===== config.mk =====
export PLATFORM = sky130hd
export DESIGN_NAME = mux_n_pipe_flat
export DESIGN_NICKNAME = d
export VERILOG_FILES = /design/src/rtl/mux_n_pipe_if.sv /design/src/rtl/mux_n_pipe.sv /design/src/flat_wrapper.sv
export SDC_FILE = /design/constraint.sdc
export NUM_CORES = 1
export LEC_CHECK = 0
export ABC_AREA = 1
export CORE_UTILIZATION = 30
export DETAILED_ROUTE_END_ITERATION = 16
export GPL_TIMING_DRIVEN = 1
export HOLD_SLACK_MARGIN = 0.15
export PLACE_DENSITY_LB_ADDON = 0.08
export SETUP_SLACK_MARGIN = 0.05
export SYNTH_ARGS = -nofsm -noshare
export SYNTH_HDL_FRONTEND = slang
export SYNTH_SLANG_ARGS = --single-unit

===== constraint.sdc =====
create_clock -name clk -period 3.05 [get_ports clk]
set_input_delay 0.915 -clock clk [delete_from_list [all_inputs] [get_ports clk]]
set_output_delay 0.915 -clock clk [all_outputs]
set_load 0.05 [all_outputs]

===== src/rtl/mux_n_pipe_if.sv =====
`default_nettype none
// ==== mux_n_pipe_if : channel-side and output-side handshake bundle for mux_n_pipe ==== rev 1.0
// master drives the inputs and consumes the output; slave is the mux itself.
interface mux_n_pipe_if #(
  parameter int WIDTH  = 32,
  parameter int NUM_IN = 4
);
  localparam int SEL_W = $clog2(NUM_IN);

  logic [NUM_IN*WIDTH-1:0] in_data;
  logic [NUM_IN-1:0]       in_valid;
  logic [NUM_IN-1:0]       in_ready;
  logic [SEL_W-1:0]        sel;
  logic [WIDTH-1:0]        out_data;
  logic [SEL_W-1:0]        out_chan;
  logic                    out_valid;
  logic                    out_ready;
  logic                    sel_err;

  modport master (
    output in_data, in_valid, sel, out_ready,
    input  in_ready, out_data, out_chan, out_valid, sel_err
  );

  modport slave (
    input  in_data, in_valid, sel, out_ready,
    output in_ready, out_data, out_chan, out_valid, sel_err
  );
endinterface
`default_nettype wire


===== src/rtl/mux_n_pipe.sv =====
`default_nettype none
// ==== mux_n_pipe : N-input valid/ready mux with registered output; define MUX_RR_EN for round-robin ==== rev 1.0
// Explicit-select by default; out_ready -> in_ready is the only combinational path.
module mux_n_pipe #(
  parameter int WIDTH  = 32,
  parameter int NUM_IN = 4
) (
  input  wire logic     clk,
  input  wire logic     reset,
  mux_n_pipe_if.slave   bus
);
  localparam int SEL_W = $clog2(NUM_IN);

  if (NUM_IN < 2 || NUM_IN > 16) begin : g_bad_num_in
    $error("mux_n_pipe: NUM_IN must be in 2..16");
  end

  logic [SEL_W-1:0] g;
  logic             g_ok;
  logic             g_valid;
  logic [WIDTH-1:0] g_data;
  logic             space;
  logic             accept;

  logic [WIDTH-1:0] out_data_q, out_data_d;
  logic [SEL_W-1:0] out_chan_q, out_chan_d;
  logic             out_valid_q, out_valid_d;
  logic             sel_err_q, sel_err_d;

  // Gating with reset keeps any handshake from completing while reset is held.
  assign space = !reset && (!out_valid_q || bus.out_ready);

`ifdef MUX_RR_EN
  logic [SEL_W-1:0] ptr_q, ptr_d;

  // Descending scan: the last hit written is the first valid channel at/after ptr_q.
  always_comb begin
    int idx;
    idx  = 0;
    g    = '0;
    g_ok = 1'b0;
    for (int k = NUM_IN - 1; k >= 0; k--) begin
      idx = (int'(ptr_q) + k) % NUM_IN;
      if (bus.in_valid[idx]) begin
        g    = SEL_W'(idx);
        g_ok = 1'b1;
      end
    end
  end

  always_comb begin
    ptr_d = ptr_q;
    if (accept) begin
      ptr_d = (int'(g) == NUM_IN - 1) ? '0 : g + 1'b1;
    end
  end

  always_ff @(posedge clk or posedge reset) begin
    if (reset) begin
      ptr_q <= '0;
    end else begin
      ptr_q <= ptr_d;
    end
  end

  assign sel_err_d = 1'b0;
`else
  localparam logic [SEL_W:0] C_LIMIT = (SEL_W + 1)'(NUM_IN);

  assign g         = bus.sel;
  assign g_ok      = ({1'b0, bus.sel} < C_LIMIT);
  assign sel_err_d = space && !g_ok;
`endif

  // Bounded channel pick so an out-of-range g never indexes past the bus.
  always_comb begin
    g_data  = '0;
    g_valid = 1'b0;
    for (int i = 0; i < NUM_IN; i++) begin
      if (int'(g) == i) begin
        g_data  = bus.in_data[i*WIDTH +: WIDTH];
        g_valid = bus.in_valid[i];
      end
    end
  end

  for (genvar i = 0; i < NUM_IN; i++) begin : g_ready
    assign bus.in_ready[i] = space && g_ok && (int'(g) == i);
  end

  assign accept = space && g_ok && g_valid;

  always_comb begin
    out_data_d  = out_data_q;
    out_chan_d  = out_chan_q;
    out_valid_d = out_valid_q;
    if (accept) begin
      out_data_d  = g_data;
      out_chan_d  = g;
      out_valid_d = 1'b1;
    end else if (bus.out_ready) begin
      out_valid_d = 1'b0;
    end
  end

  always_ff @(posedge clk or posedge reset) begin
    if (reset) begin
      out_data_q  <= '0;
      out_chan_q  <= '0;
      out_valid_q <= 1'b0;
      sel_err_q   <= 1'b0;
    end else begin
      out_data_q  <= out_data_d;
      out_chan_q  <= out_chan_d;
      out_valid_q <= out_valid_d;
      sel_err_q   <= sel_err_d;
    end
  end

  assign bus.out_data  = out_data_q;
  assign bus.out_chan  = out_chan_q;
  assign bus.out_valid = out_valid_q;
  assign bus.sel_err   = sel_err_q;

endmodule
`default_nettype wire


===== src/flat_wrapper.sv =====
// flat-port wrapper written by rule: the top's interface ports become plain ports
module mux_n_pipe_flat 
#(
  parameter int WIDTH  = 32,
  parameter int NUM_IN = 4
)
  (clk, reset, bus_in_data, bus_in_valid, bus_sel, bus_out_ready, bus_in_ready, bus_out_data, bus_out_chan, bus_out_valid, bus_sel_err);
  mux_n_pipe_if #(.WIDTH(WIDTH), .NUM_IN(NUM_IN)) bus_i ();
  input  wire logic clk;
  input  wire logic reset;
  input wire logic [$bits(bus_i.in_data)-1:0] bus_in_data;
  input wire logic [$bits(bus_i.in_valid)-1:0] bus_in_valid;
  input wire logic [$bits(bus_i.sel)-1:0] bus_sel;
  input wire logic [$bits(bus_i.out_ready)-1:0] bus_out_ready;
  output wire logic [$bits(bus_i.in_ready)-1:0] bus_in_ready;
  output wire logic [$bits(bus_i.out_data)-1:0] bus_out_data;
  output wire logic [$bits(bus_i.out_chan)-1:0] bus_out_chan;
  output wire logic [$bits(bus_i.out_valid)-1:0] bus_out_valid;
  output wire logic [$bits(bus_i.sel_err)-1:0] bus_sel_err;
  assign bus_i.in_data = bus_in_data;
  assign bus_i.in_valid = bus_in_valid;
  assign bus_i.sel = bus_sel;
  assign bus_i.out_ready = bus_out_ready;
  assign bus_in_ready = bus_i.in_ready;
  assign bus_out_data = bus_i.out_data;
  assign bus_out_chan = bus_i.out_chan;
  assign bus_out_valid = bus_i.out_valid;
  assign bus_sel_err = bus_i.sel_err;
  mux_n_pipe #(.WIDTH(WIDTH), .NUM_IN(NUM_IN)) u_core (.clk(clk), .reset(reset), .bus(bus_i));
endmodule

==> Word level (Yosys, flattened, before mapping) <==
Index checks and enable logic that the tools add are counted.
{ "totals": {"wordCells": 27, "in_bits": 137, "ff_bits": 35} }
{ "op_classes": {"n_mux": 10, "n_reduce_logical": 11, "n_eq_ne": 3} }
{ "ops": {"columns": ["cell", "count"], "rows": [
  ["$mux W32", 4],
  ["$logic_and A1 B1 Y1", 6],
  ["$mux W1", 6],
  ["$eq A2 B2 Y1 const B", 2],
  ["$eq A2 B1 Y1 const B", 1],
  ["$logic_not A1 Y1", 2],
  ["$logic_not A2 Y1", 1],
  ["$reduce_bool A2 Y1", 1],
  ["$logic_or A1 B1 Y1", 1]
]} }

==> Logic depth before layout (Yosys ltp) <==
Gate-level depths: netlist (run 1).
{ "depth": {"depth_word": 7, "ltp_mapped": 9, "mapped_depth_nobuf": 8} }

==> Worst setup path before layout (run 1) <==
No wires, ideal clock.
{ "synth_path": {"kind": "input to output", "start": "input port reset", "end": "output port bus_in_ready[1]", "arrival_time_ns": 3.045, "stages": 3, "path_buffers": 0, "setup_slack_ns": -0.910, "path_cell_list": "inv_1 > nand2_1 > nor3_1"} }
{ "synth_between": {"elab_chain_cells": 3} }
{ "synth_rtl": {"columns": ["element", "line_no", "rtl"], "rows": [
  ["start, declared", "flat_wrapper.sv:10", "input wire logic reset;"],
  ["$logic_not A1 Y1 (no source line)", null, null],
  ["$logic_and A1 B1 Y1", "mux_n_pipe.sv:31", "assign space = !reset && (!out_valid_q || bus.out_ready);"],
  ["$logic_and A1 B1 Y1", "mux_n_pipe.sv:88", "assign bus.in_ready[i] = space && g_ok && (int'(g) == i);"],
  ["end, declared", "flat_wrapper.sv:15", "output wire logic [$bits(bus_i.in_ready)-1:0] bus_in_ready;"]
]} }
No other way between the ends.

==> Worst setup path after layout (run 1) <==
{ "layout_path": {"start": "input port bus_sel[1]", "end": "output port bus_in_ready[2]"} }
{ "layout_between": {"elab_chain_cells": 2} }
{ "layout_rtl": {"columns": ["element", "line_no", "rtl"], "rows": [
  ["start, declared", "flat_wrapper.sv:13", "input wire logic [$bits(bus_i.sel)-1:0] bus_sel;"],
  ["$eq A2 B2 Y1", "mux_n_pipe.sv:88", null],
  ["$logic_and A1 B1 Y1", "mux_n_pipe.sv:88", null]
]} }
No other way between the ends.

==> metrics.cfg, run 1 <==
[setup_path]
r2r-end = u_core.bus.out_data[23]
r2r_slack_ns = 1.63
path_buf_inv = 3
critPathLaunchType = input port
crit_family = buffers and inverters
end_kind = primary output
cp_cell_sequence = clkdlybuf4s50_1, inv_1, nor3_2, buf_4
cp_max_fo = 4
worstPathRequired_ns = 2.13
r2r-start = u_core.bus.out_valid
critPathKind = input port to primary output
arrival_ns = 1.97
cpPeakStageDelay_ns = 0.53
reg2regPathDepth = 7
crit_slowest_cell = clkdlybuf4s50_1

[power_and_ir_drop]
p_sw_share_pct = 41.18
p_int_mw = 1.281
seqPwrFrac_pct = 29.1
pwr-share-clk_pct = 20.1
pwr-share-comb_pct = 50.8
p_leak_nw = 1.899
powerDensity_nw_per_um2 = 515.4
p_sw_uw = 896.5
totalPowerFinal_mw = 2.177
irDropWorstVdd_mv = 0.1922

[sta]
skew_ns = 0.003659
max_freq_mhz = 347.0
relSlewSlack_pct = 63.91
finalHoldWorstSlack_ns = 0.5056
fin_crit_ns = 2.882
finalCritPeriodShare_pct = 94.48
setup_viol = 0
final_hold_viol_count = 0
slew_viol_final = 0
worst_pin_slew_ns = 0.5396
rsz0062_at_grt = false

[route]
wl_met2_microns = 4113
vias = 2907
routed_via_density = 4.696
ant_nets = 0
wl_met1_microns = 3295
dr.pass1.iters = 4
dr_wl_met3_microns = 671
route.detailed.drc = 0
drtIter0Drc = 96
drt_wl_total_microns = 8186
top_layer_used = met4
drt-wirelength-per-cell_microns = 13.22

[clock_tree]
cts-root-buf = clkbuf_8
cts.sinks = 35
clkTransAtPathRegs_ns = 0.07
hold_buffers = 0
clk_latency_ns = 0.29
cts_max_path_buffers = 2
cts_tree = done
cts_max_level = 2
cts_buffers = 5

[finish]
final_core_util_pct = 60.50
finalNetCount = 659
layout-drive-gt1-share_pct = 7.457
diodes = 0
area_growth_pct = 90.41

[hold_path]
min-delay-start = u_core.bus.out_data[19]
worst_hold_path.num_cells = 2
hold_end = u_core.bus.out_data[19]
hold_path_class = flip-flop to flip-flop

[floorplan]
num_rows = 30
pin_count = 177
fp.dieW_microns = 87.99
initial_core_util_pct = 31.77
die_area_sq_um = 7742
fp.dieH_microns = 87.99
core_area_sq_um = 6982

[placement]
port_buffers = 175
hpwl_microns = 6425
finalWeightedCongestion = 0.7942

[synthesis]
synthArstFlopShare_pct = 100.0
synth_area_leaders = dfrtp_1 (39%), nand2_1 (34%), nand4_1 (9.0%), nand3_1 (7.9%), buf_2 (2.7%)
synthTopCellsByCount = nand2_1 (202), dfrtp_1 (35), nand3_1 (35)
yosysSeqAreaShare_pct = 39.48
postSynthRegisterBits = 35
synthesis.nets = 484
synth.distinct_cells = 14
synthCells = 347
avgSynthCellArea_sq_um = 6.393
synth_area_sq_um = 2218
synth.most_common_cell = nand2_1
synth_top_area_cell = dfrtp_1
synth_top_area_share_pct = 39.48
ys_warn_count = 0
synth_edf_count = 0
synthFlopType = dfrtp_1

[grt]
grt_pass1_vias = 2857
grt_use_total_pct = 21.80
overflow = 0
antenna_found_initial = 0
grt_first_pass_wirelength_microns = 12990
grt_max_degree = 36

[outcome]
outcome = completed

[run]
drv_cap = 0

==> power by group through the flow <==
stage	Combinational (mW)	Clock, mW	Sequential (mW)
finish	1.11	0.438	0.634
global route	1.17	0.476	0.649
CTS	1.12	0.447	0.636
detailed placement	1.11	0	0.645
global placement	1.11	0	0.638
floorplan	0.224	0	1.04
==> cell type report <==
class / count / area [sq um]
Fill cell: 663 / 2758
Timing Repair Buffer: 190 / 1854
Multi-Input combinational cell: 284 / 1230
Sequential cell: 35 / 875.8
Tap cell: 96 / 120.1
Clock buffer: 6 / 82.58
Clock inverter: 2 / 35.03
Inverter: 6 / 26.28
==> cells in the final DEF (no fill, tap or decap), types with 3 or more instances in the layout <==
master           synthesis  final
nand2_1                202    201
clkdlybuf4s50_1          0    171
nand3_1                 35     35
dfrtp_1                 35     35
nand4_1                 32     32
buf_4                    4     19
clkbuf_8                 0      6
inv_1                    6      5
nor2_2                   1      5
nor2_1                   8      4
nand2_2                  2      3
==> state kept, by name (all words and copies together) (netlist names) <==
register,flops
u_core.bus.out_data,32
u_core.bus.out_valid,1
u_core.bus.out_chan,2
==> timing repair <==
action / in CTS / in global routing
setup endpoints to repair: 0 / 1
gates resized for setup: 0 / 1
buffers inserted: 0 / 0
==> cell families after synthesis <==
kind of cell | Yosys count | synth area share, %
buffers and inverters | 28 | 6.091
flip-flops | 35 | 39.48
AND/OR/NAND/NOR | 283 | 54.26
other | 1 | 0.1690
==> how the worst max path moves through the flow <==
stage                           from               to  slack [ns]  cells after the start
after global routing      bus_sel[1]  bus_in_ready[0]        0.11                      5
after global placement         reset  bus_in_ready[3]         0.1                      5
after floorplan                reset  bus_in_ready[1]       -0.08                      3
after CTS                      reset  bus_in_ready[3]        0.09                      5
after detailed placement       reset  bus_in_ready[3]         0.1                      5
final                     bus_sel[1]  bus_in_ready[2]        0.17                      4
==> layer usage <==
metal / vias up / global-route usage (%)
met1: 1309 / 24.40
met5: - / 0
li1: 1465 / -
met2: 125 / 40.52
met3: 8 / 5.184
met4: 0 / 6.855
==> worst reg2reg max path, stage by stage, from the launching register on <==
cell and delay, ns:
dfrtp_1 0.39, nand2_1 0.10, nand2_2 0.11, nor2_2 0.14, nand2_2 0.10, nand2_4 0.32, nand2_1 0.13, nand2_1 0.07
==> per-stage QoR <==
step           TNS [ns]  setup slack, ns  cells  area [sq um]
6_report              0           0.1685    619          4224
5_1_grt               0           0.1056    619          4224
4_1_cts               0          0.08679    619          4222
3_5_place_dp          0          0.09810    611          4104
3_3_place_gp          0          0.09707    611          4104
2_1_floorplan   -0.1636         -0.08178    347          2235
Power figures use the tool's default switching activity.
==> run 2, diff against run 1 <==
Settings changed: CORE_UTILIZATION 30 to 31, CTS_BUF_LIST from default to sky130_fd_sc_hd__clkbuf_4.
==> metrics.cfg, run 2 (synthesis gave the netlist of run 1 again) <==
[sta]
setup_tns_ns = 0
slew_viol_final = 0
max_freq_mhz = 339.5
finalCritPeriodShare_pct = 96.57
relSlewSlack_pct = 64.22
setup_viol = 0
final_hold_viol_count = 0
skew_ns = 0.001458
setup_ws_ns = 0.1047
fin_crit_ns = 2.945
rsz0062_at_grt = false
worst_pin_slew_ns = 0.5350

[placement]
hpwl_microns = 6264
place_area_sq_um = 4089
finalWeightedCongestion = 0.8126
port_buffers = 175
place_ws_ns = 0.05449

[route]
ant_nets = 0
vias = 2923
dr.pass1.iters = 4
drt-wirelength-per-cell_microns = 13.27
drt_wl_total_microns = 8187
drtIter0Drc = 87
routed_via_density = 4.737
route.detailed.drc = 0

[floorplan]
num_rows = 30
pin_count = 177
initial_core_util_pct = 32.30
die_area_sq_um = 7499
fp.dieW_microns = 86.60
core_area_sq_um = 6869
fp.dieH_microns = 86.60

[power_and_ir_drop]
irDropWorstVdd_mv = 0.2096
pwr-share-comb_pct = 55.7
totalPowerFinal_mw = 1.979
p_sw_share_pct = 44.03
pwr-share-clk_pct = 12.2
powerDensity_nw_per_um2 = 477.2
p_leak_nw = 1.877
p_int_mw = 1.107
p_sw_uw = 871.2
seqPwrFrac_pct = 32.1

[clock_tree]
clkTransAtPathRegs_ns = 0.10
cts_tree = done
cts-root-buf = clkbuf_4
cts_max_level = 2
cts.sinks = 35
cts_buffers = 5
cts_max_path_buffers = 2
post_cts_buffers = 0
clk_latency_ns = 0.32

[setup_path]
arrival_ns = 2.03
cpPeakStageDelay_ns = 0.51
critPathLaunchType = input port
worstPathRequired_ns = 2.13
path_buf_inv = 3
crit_slowest_cell = clkdlybuf4s50_1
cp_cell_sequence = clkdlybuf4s50_1, clkinvlp_4, nand2_1, nor2_2, buf_4
reg2regPathDepth = 7
end_kind = primary output
cp_max_fo = 5
critPathKind = input port to primary output
cp.depth = 5
crit_family = buffers and inverters
cp-startpoint = reset
r2r-start = u_core.bus.out_valid

[grt]
overflow = 0
grt_pass1_vias = 2876
grt_use_total_pct = 22.26
grt_max_degree = 36
grt_first_pass_wirelength_microns = 13060
antenna_found_initial = 0

[hold_path]
hold_path_class = flip-flop to flip-flop
min-delay-start = u_core.bus.out_data[26]
worst_hold_path.num_cells = 2

[finish]
layout.cells.most_common = nand2_1
finalNetCount = 657
final_core_util_pct = 60.36
area_growth_pct = 86.91
diodes = 0
most-common-layout-cells = nand2_1 (202), clkdlybuf4s50_1 (169), nand3_1 (35), dfrtp_1 (35), nand4_1 (32)
final_area_sq_um = 4146
largest_reg_flops = 32
layout-drive-gt1-share_pct = 6.526

[run]
drv_cap = 0

[outcome]
outcome = completed

run 2: repair_timing:
item,CTS,global route
endpoints found under the setup margin,0,4
gates resized for setup,0,2
hold buffers,0,0
run 2: metal layers:
layer / GRT usage [%] / wire, microns / vias to the layer above
met5: 0 / 0 / -
li1: - / - / 1462
met3: 4.095 / 479 / 10
met1: 25.67 / 3422 / 1336
met2: 41.85 / 4174 / 115
met4: 6.212 / 110 / 0
run 2: worst register-to-register path, stage by stage, from the launching register on:
cell     delay, ns
dfrtp_1       0.40
nand2_1       0.10
nand2_1       0.17
nor2_2        0.17
nand2_2       0.14
nand2_4       0.34
nand2_1       0.12
nand2_1       0.08
run 2: cell type report:
class / instances / area, sq um
multi-input cells: 284 / 1227
clock inverters: 2 / 7.507
well taps: 96 / 120.1
flip-flops and latches: 35 / 875.8
fillers: 661 / 2723
repair buffers: 188 / 1844
clock buffers: 6 / 45.04
inverters: 6 / 26.28
run 2: stage by stage:
stage,std cells,hold slack [ns]
after CTS,617,0.5197
after global routing,617,0.5405
after detailed placement,609,0.4934
after floorplan,347,0.7823
after global placement,609,0.4892
final,617,0.5140
run 2: final timing paths:
path	endpoint	slack (ns)
max in group asynchronous	u_core.bus.out_data[3]	1.64
max reg2reg	u_core.bus.out_data[10]	1.48
min	u_core.bus.out_data[26]	0.51
min in group asynchronous	u_core.bus.out_data[19]	1.10
min reg2reg	u_core.bus.out_data[26]	0.51
max	bus_in_ready[3]	0.10
run 2: power groups by stage:
stage	Sequential, mW	Combinational (mW)	Clock, mW
3_5_place_dp	0.645	1.11	0
6_report	0.636	1.10	0.242
2_1_floorplan	1.04	0.224	0
5_1_grt	0.648	1.17	0.274
3_3_place_gp	0.639	1.10	0
4_1_cts	0.636	1.11	0.258
